File: src/rtl/lieat_ifu_ibuf.sv
// Instruction buffer between fetch and decode: a small FIFO of {pc, inst, prdt_taken}
// with a valid/ready interface on both sides and a single-cycle flush.
module lieat_ifu_ibuf #(
    parameter int unsigned DEPTH = 4,
    parameter int unsigned XLEN  = 32,
    parameter int unsigned PTR_W = $clog2(DEPTH)
) (
    input  logic             clk,
    input  logic             rstn,
    input  logic             if_i_valid,
    output logic             if_i_ready,
    input  logic [XLEN-1:0]  if_i_pc,
    input  logic [XLEN-1:0]  if_i_inst,
    input  logic             if_i_prdt_taken,
    output logic             id_o_valid,
    input  logic             id_o_ready,
    output logic [XLEN-1:0]  id_o_pc,
    output logic [XLEN-1:0]  id_o_inst,
    output logic             id_o_prdt_taken,
    input  logic             flush_req,
    output logic             ibuf_empty,
    output logic [PTR_W:0]   ibuf_count
);

    typedef struct packed {
        logic [XLEN-1:0] pc;
        logic [XLEN-1:0] inst;
        logic            prdt_taken;
    } ibuf_entry_t;

    ibuf_entry_t           mem [DEPTH];
    logic        [PTR_W:0] wptr;
    logic        [PTR_W:0] rptr;
    logic                  empty;
    logic                  full;
    logic                  push;
    logic                  pop;
    ibuf_entry_t           head;

    // Extra wrap bit distinguishes full from empty when the index bits match.
    assign empty = (wptr == rptr);
    assign full  = (wptr[PTR_W-1:0] == rptr[PTR_W-1:0]) && (wptr[PTR_W] != rptr[PTR_W]);

    // Ready ignores id_o_ready so there is no combinational path from decode to fetch.
    assign if_i_ready = ~full & ~flush_req;
    assign id_o_valid = ~empty & ~flush_req;

    assign push = if_i_valid & if_i_ready;
    assign pop  = id_o_valid & id_o_ready;

    assign head            = mem[rptr[PTR_W-1:0]];
    assign id_o_pc         = head.pc;
    assign id_o_inst       = head.inst;
    assign id_o_prdt_taken = head.prdt_taken;

    assign ibuf_empty = empty;
    assign ibuf_count = wptr - rptr;

    // Pointer and storage update; flush discards everything by catching rptr up to wptr.
    always_ff @(posedge clk or negedge rstn) begin
        if (!rstn) begin
            wptr <= '0;
            rptr <= '0;
            for (int i = 0; i < int'(DEPTH); i++) begin
                mem[i] <= '0;
            end
        end else if (flush_req) begin
            rptr <= wptr;
        end else begin
            if (push) begin
                mem[wptr[PTR_W-1:0]] <= '{pc: if_i_pc, inst: if_i_inst, prdt_taken: if_i_prdt_taken};
                wptr                 <= wptr + (PTR_W+1)'(1);
            end
            if (pop) begin
                rptr <= rptr + (PTR_W+1)'(1);
            end
        end
    end

endmodule

File: config.mk
export PLATFORM = sky130hd
export DESIGN_NAME = lieat_ifu_ibuf
export DESIGN_NICKNAME = d
export VERILOG_FILES = /design/src/rtl/lieat_ifu_ibuf.sv
export SDC_FILE = /design/constraint.sdc
export NUM_CORES = 1
export LEC_CHECK = 0
export CELL_PAD_IN_SITES_DETAIL_PLACEMENT = 1
export CELL_PAD_IN_SITES_GLOBAL_PLACEMENT = 2
export CORE_ASPECT_RATIO = 1.4
export CORE_UTILIZATION = 42
export DETAILED_ROUTE_END_ITERATION = 8
export PLACE_DENSITY_LB_ADDON = 0.3
export SLEW_MARGIN = 40
export SYNTH_ARGS = -nofsm -noshare
export SYNTH_HDL_FRONTEND = slang
export SYNTH_SLANG_ARGS = --single-unit
File: constraint.sdc
create_clock -name clk -period 3.14 [get_ports clk]
set_input_delay 0.942 -clock clk [delete_from_list [all_inputs] [get_ports clk]]
set_output_delay 0.942 -clock clk [all_outputs]
set_load 0.03 [all_outputs]
==> results.txt <==
----------------------------------------------------
[Worst setup path]
  Kind of end point of the critical path ... output pin
  Cell family with most CP delay ... buffers and inverters
  Path depth of the worst reg2reg path ... 7
  Worst R2R End ... mem[60]$_DFFE_PN0P_
  Stage delay of the slowest cell on the critical path ... about 520 ps
  Register-to-Register Setup Slack ... roughly 510 ps
  Max Fanout on Critical Path ... 8
  Data arrival time of the critical path ... between 2000 and 2500 ps
  FF-to-FF Start ... rptr[0]$_DFFE_PN0P_
  CP max stage cell ... sky130_fd_sc_hd__mux4_2
  Crit path buf inv count ... 3
  Setup CP Type ... register to output pin
  Critical path startpoint category ... register
  Crit-path cells ... buf_6 -> buf_16 -> mux4_2 -> clkdlybuf4s15_2
  Worst Path Required ... approximately 2200 ps

[GRT]
  Congestion Overflow GR ... 0
  Number of antenna violations at the first check in global routing ... 2
  GRT Overall Usage ... 0.206
  Wire length of the first global-routing pass ... ~46 mm
  Largest net degree at the start of global routing ... 80
  Number of global-route vias before repair ... 8046

[Synthesis]
  Netlist cell types ... 34
  Warnings, synthesis ... 0
  Synthesized instance count ... roughly 680
  Library cell occupying the most area in the post-synthesis netlist ... sky130_fd_sc_hd__dfrtp_1
  Top post-synthesis cells by area ... sky130_fd_sc_hd__dfrtp_1 56%, sky130_fd_sc_hd__mux2_1 14%, sky130_fd_sc_hd__mux4_2 12%
  Total of flip-flops plus latches after synthesis ... 266
  Mapped cell area ... approximately 12000 sq um
  Share of flip-flops with an asynchronous set or reset ... 1.00
  Area share of the largest cell type after synthesis ... 0.557
  Number of flops mapped to enable cells by yosys ... 0
  Average size of a mapped cell ... between 15 and 20 sq um
  Sequential element share of the synthesized area ... 0.557
  Flip-flop cell with the highest count after synthesis ... sky130_fd_sc_hd__dfrtp_1
  Synthesized net count ... between 700 and 800

[Timing]
  Max-slew violation total from the final report ... 0
  Slew of the pin with the lowest slew margin ... 657 ps
  Final Setup Violations ... 0
  Peak Freq ... around 0.32 GHz
  Max transition margin ... 0.562
  Worst-case clock skew ... around 11 ps
  Final Hold Fails ... 0
  Period utilization ... 0.989
  Setup repair after global routing missed its margin ... true
  Minimum period implied by the final worst setup slack ... between 3000 and 4000 ps
  Worst setup slack after layout ... ~35 ps

[CTS]
  Cts-stage hold buffer count ... 0
  Clock network latency to the later pin of the worst-skew pair ... 530 ps
  Count of H-tree levels built during CTS ... 1
  Reg clk slew, reported paths ... about 60 ps
  CTS Root Cell ... sky130_fd_sc_hd__clkbuf_16
  Clock sink count ... between 200 and 300
  CTS tree ... yes
  Buffers from clock root to sink, at most ... 3
  Number of buffers created by CTS ... 28

[Final layout]
  Final-stage net count ... ~900
  Share of layout cells above drive strength 1 ... 0.379
  Post-route cell area ... approximately 15000 sq um
  Most frequent cells in the layout ... 264 x sky130_fd_sc_hd__dfrtp_1, 153 x sky130_fd_sc_hd__mux2_1, 71 x sky130_fd_sc_hd__mux2_2
  Final core area utilization ... 0.539
  Area growth from synthesis to layout ... 25.6%
  Most common cell after layout, fill and taps aside ... sky130_fd_sc_hd__dfrtp_1

[Drt]
  Total detailed-routing wirelength ... 28.2 mm
  DRC violation count after routing ... 0
  Routed length on met3 ... between 1 and 1.5 mm
  Highest routed layer ... met5
  Overall via count from detail_route ... around 6.6k
  WL per Instance ... 22.9 microns
  Detail Route met2 WL ... 15.2 mm
  DRC violation total after the first TritonRoute iteration ... between 200 and 250
  Wl on met1 ... around 11 mm
  Post-detailed-route via-to-cell ratio ... about 5.4
  First drt pass iteration count ... 4
  Detail Route Antenna Nets ... 0

[Die]
  Effective utilization at floorplan ... 0.430
  Die ar. ... about 30000 sq um
  Core Rows ... 72
  Core box area ... approximately 28000 sq um
  X dimension of the die ... roughly 140 microns
  Height of the die ... slightly above 200 microns
  # IOs ... 141

[Placement]
  # port buffers ... 140
  Total half-perimeter wirelength after legalization and detailed placement ... roughly 18 mm
  Placed inst area ... between 10000 and 15000 sq um
  Post-placement setup slack ... -218 ps
  GP Congestion ... around 0.71

[Run status]
  Result of the run ... finished, final reports clean

[Power]
  Total power ... about 0.019 W
  Worst vdd ir ... just under 0.8 mV
  Areal power density over the cells ... about 1300 nW/um^2
  Total leakage power ... approximately 6.5 nW

[Min path]
  Worst Hold Class ... primary input to async pin

[Job]
  Number of violations of the max-capacitance limit ... 0

----------------------------------------------------
-- worst reg2reg max path, cell delays in order (launching register included) --
cell	delay [ps]
sky130_fd_sc_hd__dfrtp_4	510
sky130_fd_sc_hd__buf_16	200
sky130_fd_sc_hd__ha_4	320
sky130_fd_sc_hd__nand2_1	110
sky130_fd_sc_hd__buf_4	210
sky130_fd_sc_hd__o211ai_4	490
sky130_fd_sc_hd__buf_4	340
sky130_fd_sc_hd__mux2_2	350
-- area by class of cell --
type	instances	area (sq um)
antenna	1	2.50
clock buffer	36	782
clock inverter	16	264
fill	2547	12800
inverter	6	22.5
multi-input combinational	366	4970
sequential	266	6660
tap	370	463
timing repair buffer	170	1840
-- registers in the layout, summed over array words and instances (netlist names) --
name and cells:
wptr 3, rptr 3, mem 260
-- cells by family after synthesis --
logic type	after synthesis	share of synthesized area
adders and majority gates	8	0.00900
buffers and inverters	50	0.0338
DFF	266	0.557
and+or+nand+nor	14	0.00670
AOI/OAI and AO/OA	13	0.00963
muxes	326	0.380
xor gates and xnor gates	5	0.00429
-- what timing repair did --
item / CTS / global route
buffers inserted: 4 / 0
hold endpoints to repair: 0 / 0
resized for setup: 149 / 65
pin swaps: 0 / 2
setup endpoints to repair: 68 / 46
gates cloned: 1 / 2
-- cell usage after synthesis, types with 5 or more instances --
master,count
sky130_fd_sc_hd__buf_1,6
sky130_fd_sc_hd__inv_1,6
sky130_fd_sc_hd__ha_1,7
sky130_fd_sc_hd__buf_2,10
sky130_fd_sc_hd__mux2_4,37
sky130_fd_sc_hd__buf_4,5
sky130_fd_sc_hd__dfrtp_1,266
sky130_fd_sc_hd__buf_6,16
sky130_fd_sc_hd__mux4_2,65
sky130_fd_sc_hd__mux2_2,71
sky130_fd_sc_hd__mux2_1,153
-- report_power, final --
| part | total [W] | leakage, nW | internal [W] | switching, W |
|---|---|---|---|---|
| registers | 0.00616 | 3.19 | 0.00518 | 0.000985 |
| clock network | 0.00373 | 0.510 | 0.00233 | 0.00139 |
| logic | 0.00888 | 2.84 | 0.00440 | 0.00449 |
-- per-layer routing --
metal / GRT usage / up-vias
met5: 0 / -
met4: 0.0496 / 2
met3: 0.0395 / 42
met2: 0.368 / 137
met1: 0.251 / 3593
li1: - / 2859
-- how the worst max path moves through the flow --
stage          slack (ps)                   to  depth (start not counted)                 from
6_report               30        id_o_inst[27]                          4  rptr[0]$_DFFE_PN0P_
5_1_grt               -40           id_o_pc[1]                          4  rptr[0]$_DFFE_PN0P_
4_1_cts               -90        id_o_inst[29]                          4  rptr[0]$_DFFE_PN0P_
3_5_place_dp         -220  mem[52]$_DFFE_PN0P_                          5           if_i_valid
3_3_place_gp         -140  mem[52]$_DFFE_PN0P_                          5           if_i_valid
2_1_floorplan         390           id_o_valid                          5  wptr[0]$_DFFE_PN0P_
-- metrics by stage --
stage | instances | setup TNS, ps | hold WS [ps]
after floorplan | 682 | 0 | 459
after global placement | 1171 | -5770 | 468
after detailed placement | 1171 | -10900 | 477
after CTS | 1228 | -640 | 403
after global routing | 1230 | -330 | 422
final | 1231 | 0 | 359
Power figures use the tool's default switching activity.
